File: src/rtl/mem_lsu.sv
// mem_lsu: memory-access pipeline stage between ex_mem and mem_wb.
//   Forwards register and HI/LO write-back fields. Executes byte/halfword/word
//   loads and stores over a req/ack data bus and holds the pipeline with
//   stallreq_o until the access completes or times out. Misaligned accesses
//   are flagged on addr_err_o and never reach the bus.
// Ports:
//   clk, rst (synchronous, active-low)
//   wd_i/wreg_i/wdata_i/hi_i/lo_i/whilo_i   write-back fields from EX
//   aluop_i, mem_addr_i, reg2_i             operation, effective address, store data
//   wd_o/wreg_o/wdata_o/hi_o/lo_o/whilo_o   final write-back fields
//   mem_req_o/mem_we_o/mem_addr_o/mem_sel_o/mem_data_o   bus request side
//   mem_data_i/mem_ack_i                    bus response side
//   stallreq_o                              stall request to ctrl
//   addr_err_o                              misaligned access (combinational)
//   bus_err_o                               one-cycle pulse in DONE after a timeout
module mem_lsu #(
  parameter int AW      = 32,
  parameter int TIMEOUT = 255,
  parameter int CW      = 16
) (
  input  logic          clk,
  input  logic          rst,
  input  logic [4:0]    wd_i,
  input  logic          wreg_i,
  input  logic [31:0]   wdata_i,
  input  logic [31:0]   hi_i,
  input  logic [31:0]   lo_i,
  input  logic          whilo_i,
  input  logic [7:0]    aluop_i,
  input  logic [AW-1:0] mem_addr_i,
  input  logic [31:0]   reg2_i,
  output logic [4:0]    wd_o,
  output logic          wreg_o,
  output logic [31:0]   wdata_o,
  output logic [31:0]   hi_o,
  output logic [31:0]   lo_o,
  output logic          whilo_o,
  output logic          mem_req_o,
  output logic          mem_we_o,
  output logic [AW-1:0] mem_addr_o,
  output logic [3:0]    mem_sel_o,
  output logic [31:0]   mem_data_o,
  input  logic [31:0]   mem_data_i,
  input  logic          mem_ack_i,
  output logic          stallreq_o,
  output logic          addr_err_o,
  output logic          bus_err_o
);

  localparam logic [7:0] EXE_LB_OP  = 8'b11100000;
  localparam logic [7:0] EXE_LBU_OP = 8'b11100100;
  localparam logic [7:0] EXE_LH_OP  = 8'b11100001;
  localparam logic [7:0] EXE_LHU_OP = 8'b11100101;
  localparam logic [7:0] EXE_LW_OP  = 8'b11100011;
  localparam logic [7:0] EXE_SB_OP  = 8'b11101000;
  localparam logic [7:0] EXE_SH_OP  = 8'b11101001;
  localparam logic [7:0] EXE_SW_OP  = 8'b11101011;
  localparam logic [4:0] NOP_REG_ADDR = 5'b00000;

  typedef enum logic [1:0] {IDLE, BUSY, DONE} state_t;

  state_t        state;
  logic [CW-1:0] cnt;
  logic [CW-1:0] cnt_inc;
  logic          err;
  logic [31:0]   rdata_q;

  logic        is_load;
  logic        is_store;
  logic        size_b;
  logic        size_h;
  logic        size_w;
  logic        sign_ext;
  logic        misaligned;
  logic        go;
  logic        req;
  logic [7:0]  ld_byte;
  logic [15:0] ld_half;
  logic [31:0] ld_result;
  logic [3:0]  st_sel;
  logic [31:0] st_data;

  always_comb begin
    is_load  = 1'b0;
    is_store = 1'b0;
    size_b   = 1'b0;
    size_h   = 1'b0;
    size_w   = 1'b0;
    sign_ext = 1'b0;
    case (aluop_i)
      EXE_LB_OP:  begin is_load = 1'b1;  size_b = 1'b1; sign_ext = 1'b1; end
      EXE_LBU_OP: begin is_load = 1'b1;  size_b = 1'b1; end
      EXE_LH_OP:  begin is_load = 1'b1;  size_h = 1'b1; sign_ext = 1'b1; end
      EXE_LHU_OP: begin is_load = 1'b1;  size_h = 1'b1; end
      EXE_LW_OP:  begin is_load = 1'b1;  size_w = 1'b1; end
      EXE_SB_OP:  begin is_store = 1'b1; size_b = 1'b1; end
      EXE_SH_OP:  begin is_store = 1'b1; size_h = 1'b1; end
      EXE_SW_OP:  begin is_store = 1'b1; size_w = 1'b1; end
      default: ;
    endcase
  end

  assign misaligned = (size_h & mem_addr_i[0]) | (size_w & (|mem_addr_i[1:0]));
  assign go         = (is_load | is_store) & ~misaligned;
  // The request is live in IDLE and BUSY only; DONE presents the result with the bus idle.
  assign req        = rst & go & (state != DONE);
  assign cnt_inc    = cnt + CW'(1);

  // Big-endian lanes: address offset 0 is data[31:24].
  always_comb begin
    case (mem_addr_i[1:0])
      2'd0:    ld_byte = rdata_q[31:24];
      2'd1:    ld_byte = rdata_q[23:16];
      2'd2:    ld_byte = rdata_q[15:8];
      default: ld_byte = rdata_q[7:0];
    endcase
    ld_half = mem_addr_i[1] ? rdata_q[15:0] : rdata_q[31:16];
    if (size_b)
      ld_result = {{24{sign_ext & ld_byte[7]}}, ld_byte};
    else if (size_h)
      ld_result = {{16{sign_ext & ld_half[15]}}, ld_half};
    else
      ld_result = rdata_q;
  end

  always_comb begin
    st_sel  = 4'b1111;
    st_data = 32'h0;
    if (is_store) begin
      if (size_b) begin
        st_sel  = 4'b1000 >> mem_addr_i[1:0];
        st_data = {4{reg2_i[7:0]}};
      end else if (size_h) begin
        st_sel  = mem_addr_i[1] ? 4'b0011 : 4'b1100;
        st_data = {2{reg2_i[15:0]}};
      end else begin
        st_data = reg2_i;
      end
    end
  end

  // Ack only counts while the request is up; a timeout clears the captured data
  // so a timed-out load returns zero.
  always_ff @(posedge clk) begin
    if (!rst) begin
      state   <= IDLE;
      cnt     <= '0;
      err     <= 1'b0;
      rdata_q <= 32'h0;
    end else begin
      case (state)
        IDLE: begin
          if (go) begin
            if (mem_ack_i) begin
              rdata_q <= mem_data_i;
              state   <= DONE;
            end else begin
              state <= BUSY;
            end
          end
        end
        BUSY: begin
          cnt <= cnt_inc;
          if (mem_ack_i) begin
            rdata_q <= mem_data_i;
            state   <= DONE;
          end else if (cnt_inc == CW'(TIMEOUT)) begin
            rdata_q <= 32'h0;
            err     <= 1'b1;
            state   <= DONE;
          end
        end
        DONE: begin
          cnt   <= '0;
          err   <= 1'b0;
          state <= IDLE;
        end
        default: state <= IDLE;
      endcase
    end
  end

  always_comb begin
    wd_o       = NOP_REG_ADDR;
    wreg_o     = 1'b0;
    wdata_o    = 32'h0;
    hi_o       = 32'h0;
    lo_o       = 32'h0;
    whilo_o    = 1'b0;
    mem_req_o  = 1'b0;
    mem_we_o   = 1'b0;
    mem_addr_o = '0;
    mem_sel_o  = 4'b0000;
    mem_data_o = 32'h0;
    stallreq_o = 1'b0;
    addr_err_o = 1'b0;
    bus_err_o  = 1'b0;
    if (rst) begin
      wd_o       = wd_i;
      wreg_o     = wreg_i;
      wdata_o    = wdata_i;
      hi_o       = hi_i;
      lo_o       = lo_i;
      whilo_o    = whilo_i;
      addr_err_o = (is_load | is_store) & misaligned;
      if (is_store || ((is_load | is_store) && misaligned)) begin
        wreg_o = 1'b0;
      end else if (is_load) begin
        wdata_o = (state == DONE && !err) ? ld_result : 32'h0;
        if (state == DONE && err)
          wreg_o = 1'b0;
      end
      mem_req_o  = req;
      stallreq_o = req;
      bus_err_o  = (state == DONE) & err;
      if (req) begin
        mem_we_o   = is_store;
        mem_addr_o = {mem_addr_i[AW-1:2], 2'b00};
        mem_sel_o  = st_sel;
        mem_data_o = st_data;
      end
    end
  end

endmodule

File: config.mk
export PLATFORM = sky130hd
export DESIGN_NAME = mem_lsu
export DESIGN_NICKNAME = d
export VERILOG_FILES = /design/src/rtl/mem_lsu.sv
export SDC_FILE = /design/constraint.sdc
export NUM_CORES = 1
export LEC_CHECK = 0
export CORE_AREA = 2 2 151 153
export DETAILED_ROUTE_END_ITERATION = 10
export DIE_AREA = 0 0 153 155
export PLACE_DENSITY = 0.57
export SYNTH_ARGS = -nofsm -noshare
export SYNTH_HDL_FRONTEND = slang
export SYNTH_SLANG_ARGS = --single-unit
export TNS_END_PERCENT = 30
File: constraint.sdc
create_clock -name clk -period 8.8 [get_ports clk]
set_input_delay 2.2 -clock clk [delete_from_list [all_inputs] [get_ports clk]]
set_output_delay 2.2 -clock clk [all_outputs]
set_load 0.02 [all_outputs]
==> out/results.txt <==
outcome: complete, no violations
Pre-antenna DRT Iters: 5
clock tree buffer depth: 2
Skew-Pair Late Insertion Delay: 300 ps
GP Congestion: 0.834
Die Span Y: 155 um
H-tree levels: 2
DRT antenna net count: 0
VDD IR max: 97.5 uV
DIE AREA: 23700 um^2
Rows: 55
Worst Reg-to-Reg Cells: 8
Post-CTS Setup Bufs: 0
final hold violation count: 0
Area growth syn-to-layout: 92.0%
CTS Hold Bufs: 0
Req. time, crit path: 6600 ps
Setup Crit Path Kind: in -> out
ys async rst share: 0%
Worst setup SP type: input port
CTS buffer count: 5
top sig layer: met4
sequential area share after synthesis: 22.3%
Worst Skew: 3.11 ps
Met2 Routed Length: 11.2 mm
clock transition at the registers of the reported paths: 80 ps
dpl hpwl: 18.2 mm
vias in the first global route: 5602
Remaining DRCs: 0
crit end category: output port
Non-Filler Instances: 1282
share of cells above drive strength 1: 4.71%
Core Footprint: 22200 um^2
Vias: 5887
post-route cell area: 8790 um^2
reg-to-reg critical path startpoint: cnt[0]
Hold Crit Depth: 1
CTS resizes: 0
area share of the largest cell type after synthesis: 22.3%
Slew Limit Fails: 0
Critical Path Fanout Max: 48
Synth Flop Type: dfxtp_1
Synth area leader: dfxtp_1
syn avg cell area: 7.05 um^2
Initial Util: 20.6%
Final Cycle Share: 88.0%
antenna violations before repair: 1
count of distinct cell types in the synthesized netlist: 60
first-pass GRT wire length: 34.1 mm
CTS Root Cell: clkbuf_16
total track usage: 18.0%
CTS tree: yes
Setup-failing EPs final: 0
setup tns final: 0 ps
largest family of logic cells by synthesized area: simple AND/OR/NAND/NOR gates
Tightest Hold Check Type: reg -> reg
Clock Sinks: 51
ranking of synthesized cells by area: dfxtp_1 (22%), and2_1 (15%), nor2_1 (8.0%)
Lkg Pwr: 3.17 nW
cells after synthesis: 650
Placed Cells incl. Taps: 1274
Synth Area in Compound Gates: 25.4%
largest net degree at the start of global routing: 64
worst r2r dst: rdata_q[21]
IO Count: 386
Final Power: 731 uW
PortBufs: 383
wire per inst: 17.9 um
number of vias per cell: 4.59
FMAX: 129 MHz
GR Overflow Total: 0
Worst slew margin: 40.2%
# diodes: 0
mux share of post-synthesis cell area: 6.50%
Arrival @ worst endpoint: 5540 ps
simple-gate share of the synthesized area: 36.6%
Max-Cap Viols: 0
Die Width: 153 um
hold path startpoint: rdata_q[5]
adder-cell share of the synthesized area: 1.37%
wire length on met1: 10.4 mm
Yosys warning total: 0
Final #Nets: 1211
Yosys reg bits: 51
FF-to-FF setup slack: 5670 ps
FILL cells: 2273
Routed met3 length: 810 um
RSZ-0062 raised after global routing: no
Pwr per Cell Area: 83.1 nW/um^2
Worst Tran Pin Value: 895 ps
Hold EP: rdata_q[5]
Post-synth EDFFs: 0
Routed WL: 22.9 mm
Final min period: 7740 ps
post-placement cell area: 8630 um^2
DR iter-0 viols: 367
XOR/XNOR Fraction of Synth Area: 1.34%
cell area after synthesis: 4580 um^2
-- routing by layer --
layer / up-vias / track usage (%)
li1: 2961 / -
met1: 2743 / 24.2
met2: 149 / 30.4
met3: 34 / 2.76
met4: 0 / 4.14
met5: - / 0
-- logic make-up after synthesis --
kind of cell / after synthesis
AND/OR/NAND/NOR: 324
buffers and inverters: 69
XOR/XNOR: 7
other: 1
AO/OA/AOI/OAI: 170
multiplexers: 23
flip-flops: 51
adder cells (fa/ha/maj): 5
-- worst max-delay path by stage --
stage | startpoint | to | slack (ps) | cells past startpoint
final | mem_addr_i[1] | wdata_o[1] | 1060 | 10
after global routing | mem_addr_i[0] | wdata_o[1] | 840 | 11
after CTS | mem_addr_i[0] | wdata_o[1] | 1110 | 11
after detailed placement | mem_addr_i[0] | wdata_o[1] | 1140 | 11
after global placement | mem_addr_i[1] | wdata_o[7] | 1140 | 10
after floorplan | aluop_i[4] | wdata_o[21] | 2400 | 10
-- synth_stat cells (2+ instances only) --
cell / number
inv_1: 10
or3_1: 2
mux2i_1: 14
nand3_1: 6
and3_1: 2
ha_1: 5
clkbuf_1: 42
nor2b_1: 4
o22ai_1: 13
buf_2: 7
a2bb2oi_1: 16
a211o_1: 3
xnor2_1: 4
nand2_1: 54
buf_4: 5
xor2_1: 3
a21oi_1: 51
mux2_2: 4
nand2b_1: 5
nand4_1: 3
a211oi_1: 11
and2_1: 112
mux4_2: 5
o21ai_0: 26
nor3_1: 10
a22o_1: 32
nor4_1: 12
dfxtp_1: 51
buf_1: 3
a31oi_1: 4
nor3b_1: 3
a22oi_1: 4
nor2_1: 97
-- power breakdown --
part / switching (mW) / total, mW / internal, mW
Sequential: 0.00511 / 0.239 / 0.234
Combinational: 0.124 / 0.281 / 0.157
Clock: 0.101 / 0.211 / 0.110
-- critical path, cell delays in order --
cell and delay (ps):
clkdlybuf4s50_1 660, a21oi_1 250, nor2_1 50, o21ai_0 420
nand4b_1 250, buf_4 360, nor4_1 550, a21oi_1 80
nor2_1 110, clkdlybuf4s50_1 610
-- registers in the layout, indices dropped and copies added, names as in the netlist --
signal   count
cnt         16
state        2
err          1
rdata_q     32
-- placed cells by master (no fill, tap or decap), types with 12 or more instances in the layout --
cell type,n
and2_1,112
a21oi_1,51
nor2_1,97
nor4_1,12
dfxtp_1,51
o22ai_1,13
a22o_1,32
a2bb2oi_1,16
o21ai_0,26
buf_4,13
clkdlybuf4s50_1,382
mux2i_1,14
nand2_1,54
-- through the flow --
stage               utilization (%)  worst slack [ps]  hold slack, ps
floorplan                         -              2400             459
global placement               38.8              1140             478
detailed placement             38.8              1140             480
CTS                            39.6              1110             502
global route                   39.6               843             518
finish                         39.6              1060             500
-- cell type report --
cell class	count	area, um^2	share of cell area [%]
clock buffers	5	125	1.42
repair buffers	396	3930	44.7
inverters	11	41.3	0.470
clock inverters	3	33.8	0.384
flip-flops and latches	51	1020	11.6
well taps	285	357	4.06
multi-input cells	531	3290	37.4
Note: power is estimated with default switching activity, not from simulation.
